`src/rtl/i2c_rx_pkg.sv`:
```
// rtl/i2c_rx_pkg.sv - shared types and constants for the i2c target receiver
package i2c_rx_pkg;

    localparam int ADDR_WIDTH_DEF = 7;
    localparam int DATA_WIDTH_DEF = 8;
    localparam int CNT_WIDTH      = 4;

    typedef enum logic [2:0] {
        IDLE,
        ADDR,
        ACK_A,
        DATA,
        ACK_D,
        EXEC,
        RDWAIT
    } rx_state_e;

endpackage

```
`src/rtl/i2c_sync_edge.sv`:
```
// rtl/i2c_sync_edge.sv - two-flop synchronizer with rise/fall detect for one serial line
module i2c_sync_edge (
    input  logic clk,
    input  logic reset_n,
    input  logic din,
    output logic sync,
    output logic rise,
    output logic fall
);

    logic meta_q;
    logic sync_q;
    logic prev_q;

    // Two-stage synchronizer plus one history flop for edge detection; idle bus level is 1
    always_ff @(posedge clk or negedge reset_n) begin
        if (!reset_n) begin
            meta_q <= 1'b1;
            sync_q <= 1'b1;
            prev_q <= 1'b1;
        end else begin
            meta_q <= din;
            sync_q <= meta_q;
            prev_q <= sync_q;
        end
    end

    assign sync = sync_q;
    assign rise = sync_q & ~prev_q;
    assign fall = ~sync_q & prev_q;

endmodule

```
`src/rtl/i2c_target_rx.sv`:
```
// rtl/i2c_target_rx.sv - i2c target that decodes address/R_W/data frames into memory strobes
module i2c_target_rx
    import i2c_rx_pkg::*;
#(
    parameter int ADDR_WIDTH = ADDR_WIDTH_DEF,
    parameter int DATA_WIDTH = DATA_WIDTH_DEF
) (
    input  logic                  clk,
    input  logic                  reset_n,
    input  logic                  SCL,
    input  logic                  SDA_OUT,
    output logic                  ack_n,
    output logic [ADDR_WIDTH-1:0] mem_addr,
    output logic [DATA_WIDTH-1:0] mem_wdata,
    output logic                  mem_we,
    output logic                  mem_re,
    input  logic [DATA_WIDTH-1:0] mem_rdata,
    output logic [DATA_WIDTH-1:0] data_out,
    output logic                  done
);

    // Address phase carries the R_W bit as its last sampled bit
    localparam logic [CNT_WIDTH-1:0] ADDR_LAST = CNT_WIDTH'(ADDR_WIDTH);
    localparam logic [CNT_WIDTH-1:0] DATA_LAST = CNT_WIDTH'(DATA_WIDTH - 1);

    rx_state_e state, next_state;

    logic                  scl_s, scl_rise, scl_fall;
    logic                  sda_s, sda_rise, sda_fall;
    logic                  start_cond, stop_cond;
    logic [CNT_WIDTH-1:0]  bit_cnt;
    logic [ADDR_WIDTH:0]   addr_sr;
    logic [DATA_WIDTH-1:0] data_sr;
    logic                  rw_q;
    logic                  ack_phase;
    logic                  start_pend;
    logic                  ack_n_d;
    logic                  ack_slot_end;

    i2c_sync_edge u_scl_sync (
        .clk     (clk),
        .reset_n (reset_n),
        .din     (SCL),
        .sync    (scl_s),
        .rise    (scl_rise),
        .fall    (scl_fall)
    );

    i2c_sync_edge u_sda_sync (
        .clk     (clk),
        .reset_n (reset_n),
        .din     (SDA_OUT),
        .sync    (sda_s),
        .rise    (sda_rise),
        .fall    (sda_fall)
    );

    // sSCL high now and not just risen means it was also high the previous cycle
    assign start_cond   = sda_fall && scl_s && !scl_rise;
    assign stop_cond    = sda_rise && scl_s && !scl_rise;
    // The first falling edge in an ACK state opens the slot, the second one closes it
    assign ack_slot_end = scl_fall && ack_phase;

    assign mem_we = (state == EXEC) && !rw_q;
    assign mem_re = (state == EXEC) && rw_q;

    // FSM state register
    always_ff @(posedge clk or negedge reset_n) begin
        if (!reset_n) state <= IDLE;
        else          state <= next_state;
    end

    // Next-state decode and the acknowledge level for the coming cycle
    always_comb begin
        next_state = state;
        ack_n_d    = 1'b1;
        unique case (state)
            IDLE:   if (start_cond || start_pend) next_state = ADDR;
            ADDR: begin
                if (start_cond)                              next_state = ADDR;
                else if (stop_cond)                          next_state = IDLE;
                else if (scl_rise && bit_cnt == ADDR_LAST)   next_state = ACK_A;
            end
            ACK_A: begin
                if (start_cond)        next_state = ADDR;
                else if (stop_cond)    next_state = IDLE;
                else if (ack_slot_end) next_state = addr_sr[0] ? EXEC : DATA;
            end
            DATA: begin
                if (start_cond)                              next_state = ADDR;
                else if (stop_cond)                          next_state = IDLE;
                else if (scl_rise && bit_cnt == DATA_LAST)   next_state = ACK_D;
            end
            ACK_D: begin
                if (start_cond)        next_state = ADDR;
                else if (stop_cond)    next_state = IDLE;
                else if (ack_slot_end) next_state = EXEC;
            end
            EXEC:   next_state = rw_q ? RDWAIT : IDLE;
            RDWAIT: next_state = IDLE;
            default: next_state = IDLE;
        endcase
        if ((next_state == ACK_A || next_state == ACK_D) && next_state == state
            && (ack_phase || scl_fall))
            ack_n_d = 1'b0;
    end

    // Datapath: bit counter, shift registers, captured address/data, handshake outputs
    always_ff @(posedge clk or negedge reset_n) begin
        if (!reset_n) begin
            bit_cnt    <= '0;
            addr_sr    <= '0;
            data_sr    <= '0;
            rw_q       <= 1'b0;
            ack_phase  <= 1'b0;
            start_pend <= 1'b0;
            ack_n      <= 1'b1;
            mem_addr   <= '0;
            mem_wdata  <= '0;
            data_out   <= '0;
            done       <= 1'b0;
        end else begin
            if ((next_state == ADDR && (state != ADDR || start_cond)) ||
                (next_state == DATA && state != DATA))
                bit_cnt <= '0;
            else if (scl_rise && (state == ADDR || state == DATA))
                bit_cnt <= bit_cnt + CNT_WIDTH'(1);

            if (state == ADDR && scl_rise)
                addr_sr <= {addr_sr[ADDR_WIDTH-1:0], sda_s};
            if (state == DATA && scl_rise)
                data_sr <= {data_sr[DATA_WIDTH-2:0], sda_s};

            if (state == ACK_A || state == ACK_D) begin
                if (scl_fall) ack_phase <= 1'b1;
            end else begin
                ack_phase <= 1'b0;
            end

            if (state == ACK_A && ack_slot_end && !start_cond && !stop_cond) begin
                mem_addr <= addr_sr[ADDR_WIDTH:1];
                rw_q     <= addr_sr[0];
            end
            if (state == ACK_D && ack_slot_end && !start_cond && !stop_cond)
                mem_wdata <= data_sr;

            // Bus conditions during the access window are deferred until IDLE
            if (state == EXEC || state == RDWAIT) begin
                if (start_cond)     start_pend <= 1'b1;
                else if (stop_cond) start_pend <= 1'b0;
            end else if (state == IDLE) begin
                start_pend <= 1'b0;
            end

            if (state == RDWAIT) data_out <= mem_rdata;

            ack_n <= ack_n_d;
            done  <= (state == EXEC && !rw_q) || (state == RDWAIT);
        end
    end

endmodule

```
`config.mk`:
```
export PLATFORM = sky130hd
export DESIGN_NAME = i2c_target_rx
export DESIGN_NICKNAME = d
export VERILOG_FILES = /design/src/rtl/i2c_rx_pkg.sv /design/src/rtl/i2c_sync_edge.sv /design/src/rtl/i2c_target_rx.sv
export SDC_FILE = /design/constraint.sdc
export NUM_CORES = 1
export LEC_CHECK = 0
export ABC_CLOCK_PERIOD_IN_PS = 2000
export CORE_MARGIN = 2
export CORE_UTILIZATION = 45
export DETAILED_ROUTE_END_ITERATION = 16
export PLACE_DENSITY = 0.72
export SYNTH_ARGS = -nofsm -noshare
export SYNTH_HDL_FRONTEND = slang
export SYNTH_SLANG_ARGS = --single-unit
```
`constraint.sdc`:
```
create_clock -name clk -period 2 [get_ports clk]
set_clock_uncertainty 0.2 [all_clocks]
set_input_delay 0.6 -clock clk [delete_from_list [all_inputs] [get_ports clk]]
set_output_delay 0.6 -clock clk [all_outputs]
set_load 0.05 [all_outputs]
```
==> results.sh <==
export IMPL_holdBufCountCts=0
export IMPL_wl_um=4440
export IMPL_first_pass_iters=4
export IMPL_reg2reg_setup_slack_ns=0.02
export IMPL_path_max_fanout=2
export IMPL_root_buffer="clkbuf_8"
export IMPL_cts_buffer_depth=2
export IMPL_ys_types=38
export IMPL_hp_class="in -> async"
export IMPL_routabilityCongestion=0.876
export IMPL_cp_depth=4
export IMPL_cp_top_family="flip-flops"
export IMPL_final_common_cell="dfrtp_1"
export IMPL_drt_iter0_markers=76
export IMPL_ios=39
export IMPL_num_rows=26
export IMPL_synth_nets=185
export IMPL_antenna_found_initial=0
export IMPL_cp_arrival_ns=1.27
export IMPL_layout_setup_ws_ns=-0.0686
export IMPL_leakage_uw=0.00160
export IMPL_violations="setup timing"
export IMPL_grt_overflow=0
export IMPL_syn_area_um2=2390
export IMPL_period_minus_slack_ns=2.07
export IMPL_outcome="complete, but fails checks"
export IMPL_drive_gt1_share_pct=52.5
export IMPL_hpwl_um=2920
export IMPL_die_y_um=76.8
export IMPL_crit_path_end_kind="output pin"
export IMPL_rsz0062_at_grt="yes"
export IMPL_final_util_pct=68.7
export IMPL_clk_latency_ns=0.34
export IMPL_grt_pass1_vias=1573
export IMPL_drv_cap=0
export IMPL_via_per_inst=5.04
export IMPL_reg2reg_from="u_scl_sync.prev_q$_DFF_PN1_"
export IMPL_core_area_um2=5110
export IMPL_clkSlewWorstSetupHoldPaths_ns=0.06
export IMPL_antennaDiodeCount=0
export IMPL_worstReg2RegEnd="mem_addr[1]$_DFFE_PN0P_"
export IMPL_powerDensity_nw_per_um2=736
export IMPL_grt_max_degree=22
export IMPL_irDropWorstVdd_mv=0.491
export IMPL_fin_nets=246
export IMPL_cts_buffers=9
export IMPL_maxSlewViolCount=0
export IMPL_grtUsageTotal_pct=16.2
export IMPL_cp_start_kind="flip-flop"
export IMPL_synth_top_area_cell="dfrtp_1"
export IMPL_worstPathCellList="nor2b_4 > nand2_4 > nor2_4 > buf_12"
export IMPL_die_area_um2=5900
export IMPL_required_ns=1.20
export IMPL_hold_viol=0
export IMPL_vias=1553
export IMPL_drc=0
export IMPL_final_cell_mix="dfrtp_1, mux2_2, buf_12"
export IMPL_tightest_slew_ns=0.474
export IMPL_dp_cells=285
export IMPL_ant_nets=0
export IMPL_reg2reg_depth=4
export IMPL_crit_buf_inv=1
export IMPL_dp_slack_ns=0.0277
export IMPL_setup_viol=2
export IMPL_critPathSlowestCell="dfrtp_2"
export IMPL_critPathKind="reg -> out"
export IMPL_syn_area_per_cell_um2=13.9
export IMPL_wl_per_cell_um=14.4
export IMPL_initial_core_util_pct=46.7
export IMPL_instances_no_fill=308
export IMPL_relSlewSlack_pct=68.2
export IMPL_synth_area_top_cells="dfrtp_1, mux2_2, dfstp_2, xor2_1, nor2_1"
export IMPL_ys_ff_latch=57
export IMPL_cts_sink_count=57
export IMPL_yosysSeqAreaShare_pct=60.1
export IMPL_grt_first_pass_wirelength_um=7330
export IMPL_area_growth_pct=46.9
export IMPL_yosysWarnings=0
export IMPL_portBuffers=38
export IMPL_startpoint="state[1]$_DFF_PN0_"
export IMPL_fmaxAchievable_ghz=0.483
export IMPL_synth_top_area_share_pct=52.4
export IMPL_synth_cells=172
export IMPL_htreeDepth=3
export IMPL_endpoint="mem_we"
export IMPL_cpPeakStageDelay_ns=0.43
export IMPL_timing_hold_ws_ns=0.00312
export IMPL_fp_dieW_um=76.8
export IMPL_cts_tree="yes"
export IMPL_fin_crit_sh_pct=103
how the worst min path moves through the flow:
stage / startpoint / to / slack [ns] / cells past startpoint
2_1_floorplan: reset_n / ack_phase$_DFFE_PN0P_ / 0.10 / 0
3_3_place_gp: u_sda_sync.meta_q$_DFF_PN1_ / u_sda_sync.sync$_DFF_PN1_ / 0.15 / 0
3_5_place_dp: u_sda_sync.meta_q$_DFF_PN1_ / u_sda_sync.sync$_DFF_PN1_ / 0.15 / 0
4_1_cts: reset_n / mem_wdata[1]$_DFFE_PN0P_ / 0.009 / 1
5_1_grt: reset_n / mem_wdata[1]$_DFFE_PN0P_ / 0.03 / 1
6_report: reset_n / mem_wdata[4]$_DFFE_PN0P_ / 0.003 / 1
sequential cells by signal, indices dropped and copies added, names as in the netlist, 3 cells and up:
signal,count
addr_sr,8
state,3
mem_wdata,8
bit_cnt,4
mem_addr,7
data_sr,8
data_out,8
cells in the mapped netlist (all sizes together):
master	n
dfrtp	50
mux2	38
nor2	10
dfstp	7
buf	6
nand2	6
o21ai	6
nor2b	5
nand3b	4
xor2	4
a21oi	3
inv	3
xnor2	3
and4b	2
mux2i	2
nand3	2
nor3	2
nor3b	2
o221ai	2
o31ai	2
or4	2
a211oi	1
a21boi	1
and2	1
and4bb	1
ha	1
nand2b	1
nand4	1
o21a	1
o21bai	1
o22ai	1
or3b	1
logic make-up (layout without fill, tap and decap cells):
family	Yosys count	in the layout	share of synthesized area, %
fa+ha+maj	1	1	0.524
flops	57	57	60.1
compound gates	18	18	5.03
mux	40	40	18.8
xor+xnor	7	7	2.57
simple gates	40	40	10.9
buf+inv	9	75	2.10
routing by layer:
metal / vias to the layer above / GRT usage (%) / wire length (um)
met5: - / 0 / 0
met3: 8 / 4.00 / 167
met1: 775 / 20.1 / 1930
met2: 34 / 25.3 / 2260
met4: 0 / 10.4 / 78
li1: 736 / - / -
layout make-up:
cell class / instances / area (um2)
tap: 70 / 87.6
clock buffer: 12 / 145
clock inverter: 4 / 20.0
sequential: 57 / 1440
timing repair buffer: 56 / 831
fill: 362 / 1600
inverter: 3 / 13.8
multi-input combinational: 106 / 971
timing repair:
action,4_1_cts,5_1_grt
endpoints found under the setup margin,2,22
pin swaps,2,9
buffers inserted,3,4
resized for setup,9,13
metrics by stage:
step / cell area, um2 / TNS [ns] / total power, uW
2_1_floorplan: 2390 / 0 / 1520
3_3_place_gp: 3200 / 0 / 1670
3_5_place_dp: 3200 / 0 / 1680
4_1_cts: 3420 / -0.142 / 2590
5_1_grt: 3510 / -0.288 / 2710
6_report: 3510 / -0.107 / 2580
where the power goes:
group / internal [uW] / switching, uW / leakage (uW)
combinational: 190 / 164 / 0.000776
clock: 474 / 424 / 0.0000899
sequential: 1260 / 69.2 / 0.000739
total: 1920 / 657 / 0.00160
Power figures use the tool's default switching activity.
==> variant: new RTL, same settings <==
The package constant `ADDR_WIDTH_DEF` goes from 7 to 8.
--- a/src/rtl/i2c_rx_pkg.sv
+++ b/src/rtl/i2c_rx_pkg.sv
@@ -2,5 +2,5 @@
 package i2c_rx_pkg;
 
-    localparam int ADDR_WIDTH_DEF = 7;
+    localparam int ADDR_WIDTH_DEF = 8;
     localparam int DATA_WIDTH_DEF = 8;
     localparam int CNT_WIDTH      = 4;
Interface: changed (resized mem_addr); port bits go from 39 to 40. No check against the original RTL was run, so the function may have changed too.
==> variant against the original RTL <==
The flow still finishes with violations (setup timing). Fmax fell by 1.1%. Area after synthesis increased by 4.8%. Total power grew 4.9%. Count of clock-buffer cells in the layout unchanged. Worst hold slack gained 0.15 ns. Sequential cell count increased by 2. Setup slack got worse by 0.023 ns. Final area increased by 6.4%. Wire length up 11%. Critical path type is now reg2reg. Highest routed layer unchanged.
==> variant: results (changes against the original RTL) <==
layout:
  buf_share_pct: 25.9  # was 23.7%
  nFillCells: 384  # was 362
  finalNetCount: 279  # was 246
  multi_input_cells: 115  # was 106
  num-nonclk-inverters: 7  # was 3
  seq_area_share_pct: 39.9  # was 41.0%
  multi_input_area_um2: 997  # was 971 um^2
setup_path:
  worstPathMaxFanout: 8  # was 2
  worst_path_dominant_cell_family: "simple AND/OR/NAND/NOR gates"  # was flip-flops
  max_stage_delay_ns: 0.58  # was 0.43 ns
  startpoint: "u_scl_sync.sync"  # was state[1]
  worstPathArrival_ns: 2.12  # was 1.27 ns
  worst_path_max_delay_cell: "dfstp_2"  # was dfrtp_2
  crit_path_end_kind: "flop"  # was output port
logic_synthesis:
  synth_compound_area_share_pct: 6.65  # was 5.03%
  synth.area.mux_share_pct: 18.4  # was 18.8%
  yosysUniqueCellTypes: 41  # was 38
  synth_common_cells: "dfrtp_1, mux2_2, nand2_1"  # was dfrtp_1, mux2_2, nor2_1
  synth_xor_area_share_pct: 1.75  # was 2.57%
  netlist_top_cells_area: "dfrtp_1, mux2_2, dfstp_2"  # unchanged
  synth_nets: 201  # was 185
  synth_adder_area_share_pct: 1.00  # was 0.524%
timing:
  tns_ns: -0.398  # was -0.107 ns
  finalSetupViolCount: 7  # was 2
  fin_ws_ns: -0.0919  # was -0.0686 ns
floorplanning:
  initial_utilization_pct: 46.0  # was 46.7%
placement:
  gp_congestion: 0.927  # was 0.876
  hpwl_mm: 3.43  # was 2.92 mm
  place_area_mm2: 0.00343  # was 0.00320 mm^2
  dp_cells: 316  # was 285
power:
  intPower_uw: 2020  # was 1920 uW
  pwr-share-clk_pct: 33.1  # was 34.8%
  p_seq_share_pct: 51.8  # was 51.5%
routing:
  drtIter0Drc: 104  # was 76
  via_count: 1792  # was 1553
  vias_per_cell: 5.26  # was 5.04
status:
  violations: "setup timing"  # unchanged
  outcome: "finished with violations"  # unchanged
clock_network:
  worst_skew_pair.late_latency_ns: 0.32  # was 0.34 ns
-- variant: timing repair --
| item | CTS | global route |
|---|---|---|
| endpoints found under the hold margin | 12 | 0 |
| hold buffers | 1 | 0 |
| gates resized for setup | 9 | 4 |
| buffers inserted | 6 | 3 |
| endpoints found under the setup margin | 7 | 30 |
| pin swaps | 9 | 5 |
-- variant: worst min-delay path by stage --
stage,start,to,slack (ns),cells past startpoint
floorplan,reset_n,ack_phase,0.10,0
global placement,u_sda_sync.meta_q,u_sda_sync.sync,0.15,0
detailed placement,u_scl_sync.meta_q,u_scl_sync.sync,0.15,0
CTS,u_scl_sync.meta_q,u_scl_sync.sync,0.16,0
global route,u_scl_sync.meta_q,u_scl_sync.sync,0.16,0
finish,u_scl_sync.meta_q,u_scl_sync.sync,0.16,0
-- variant: per-layer routing --
metal / part of all wire [%] / routed length, um / global-route usage [%]
met1: 43 / 2150 / 23.3
met2: 49 / 2410 / 27.4
met3: 5.5 / 274 / 5.17
met4: 2.2 / 110 / 9.30
met5: 0 / 0 / 0
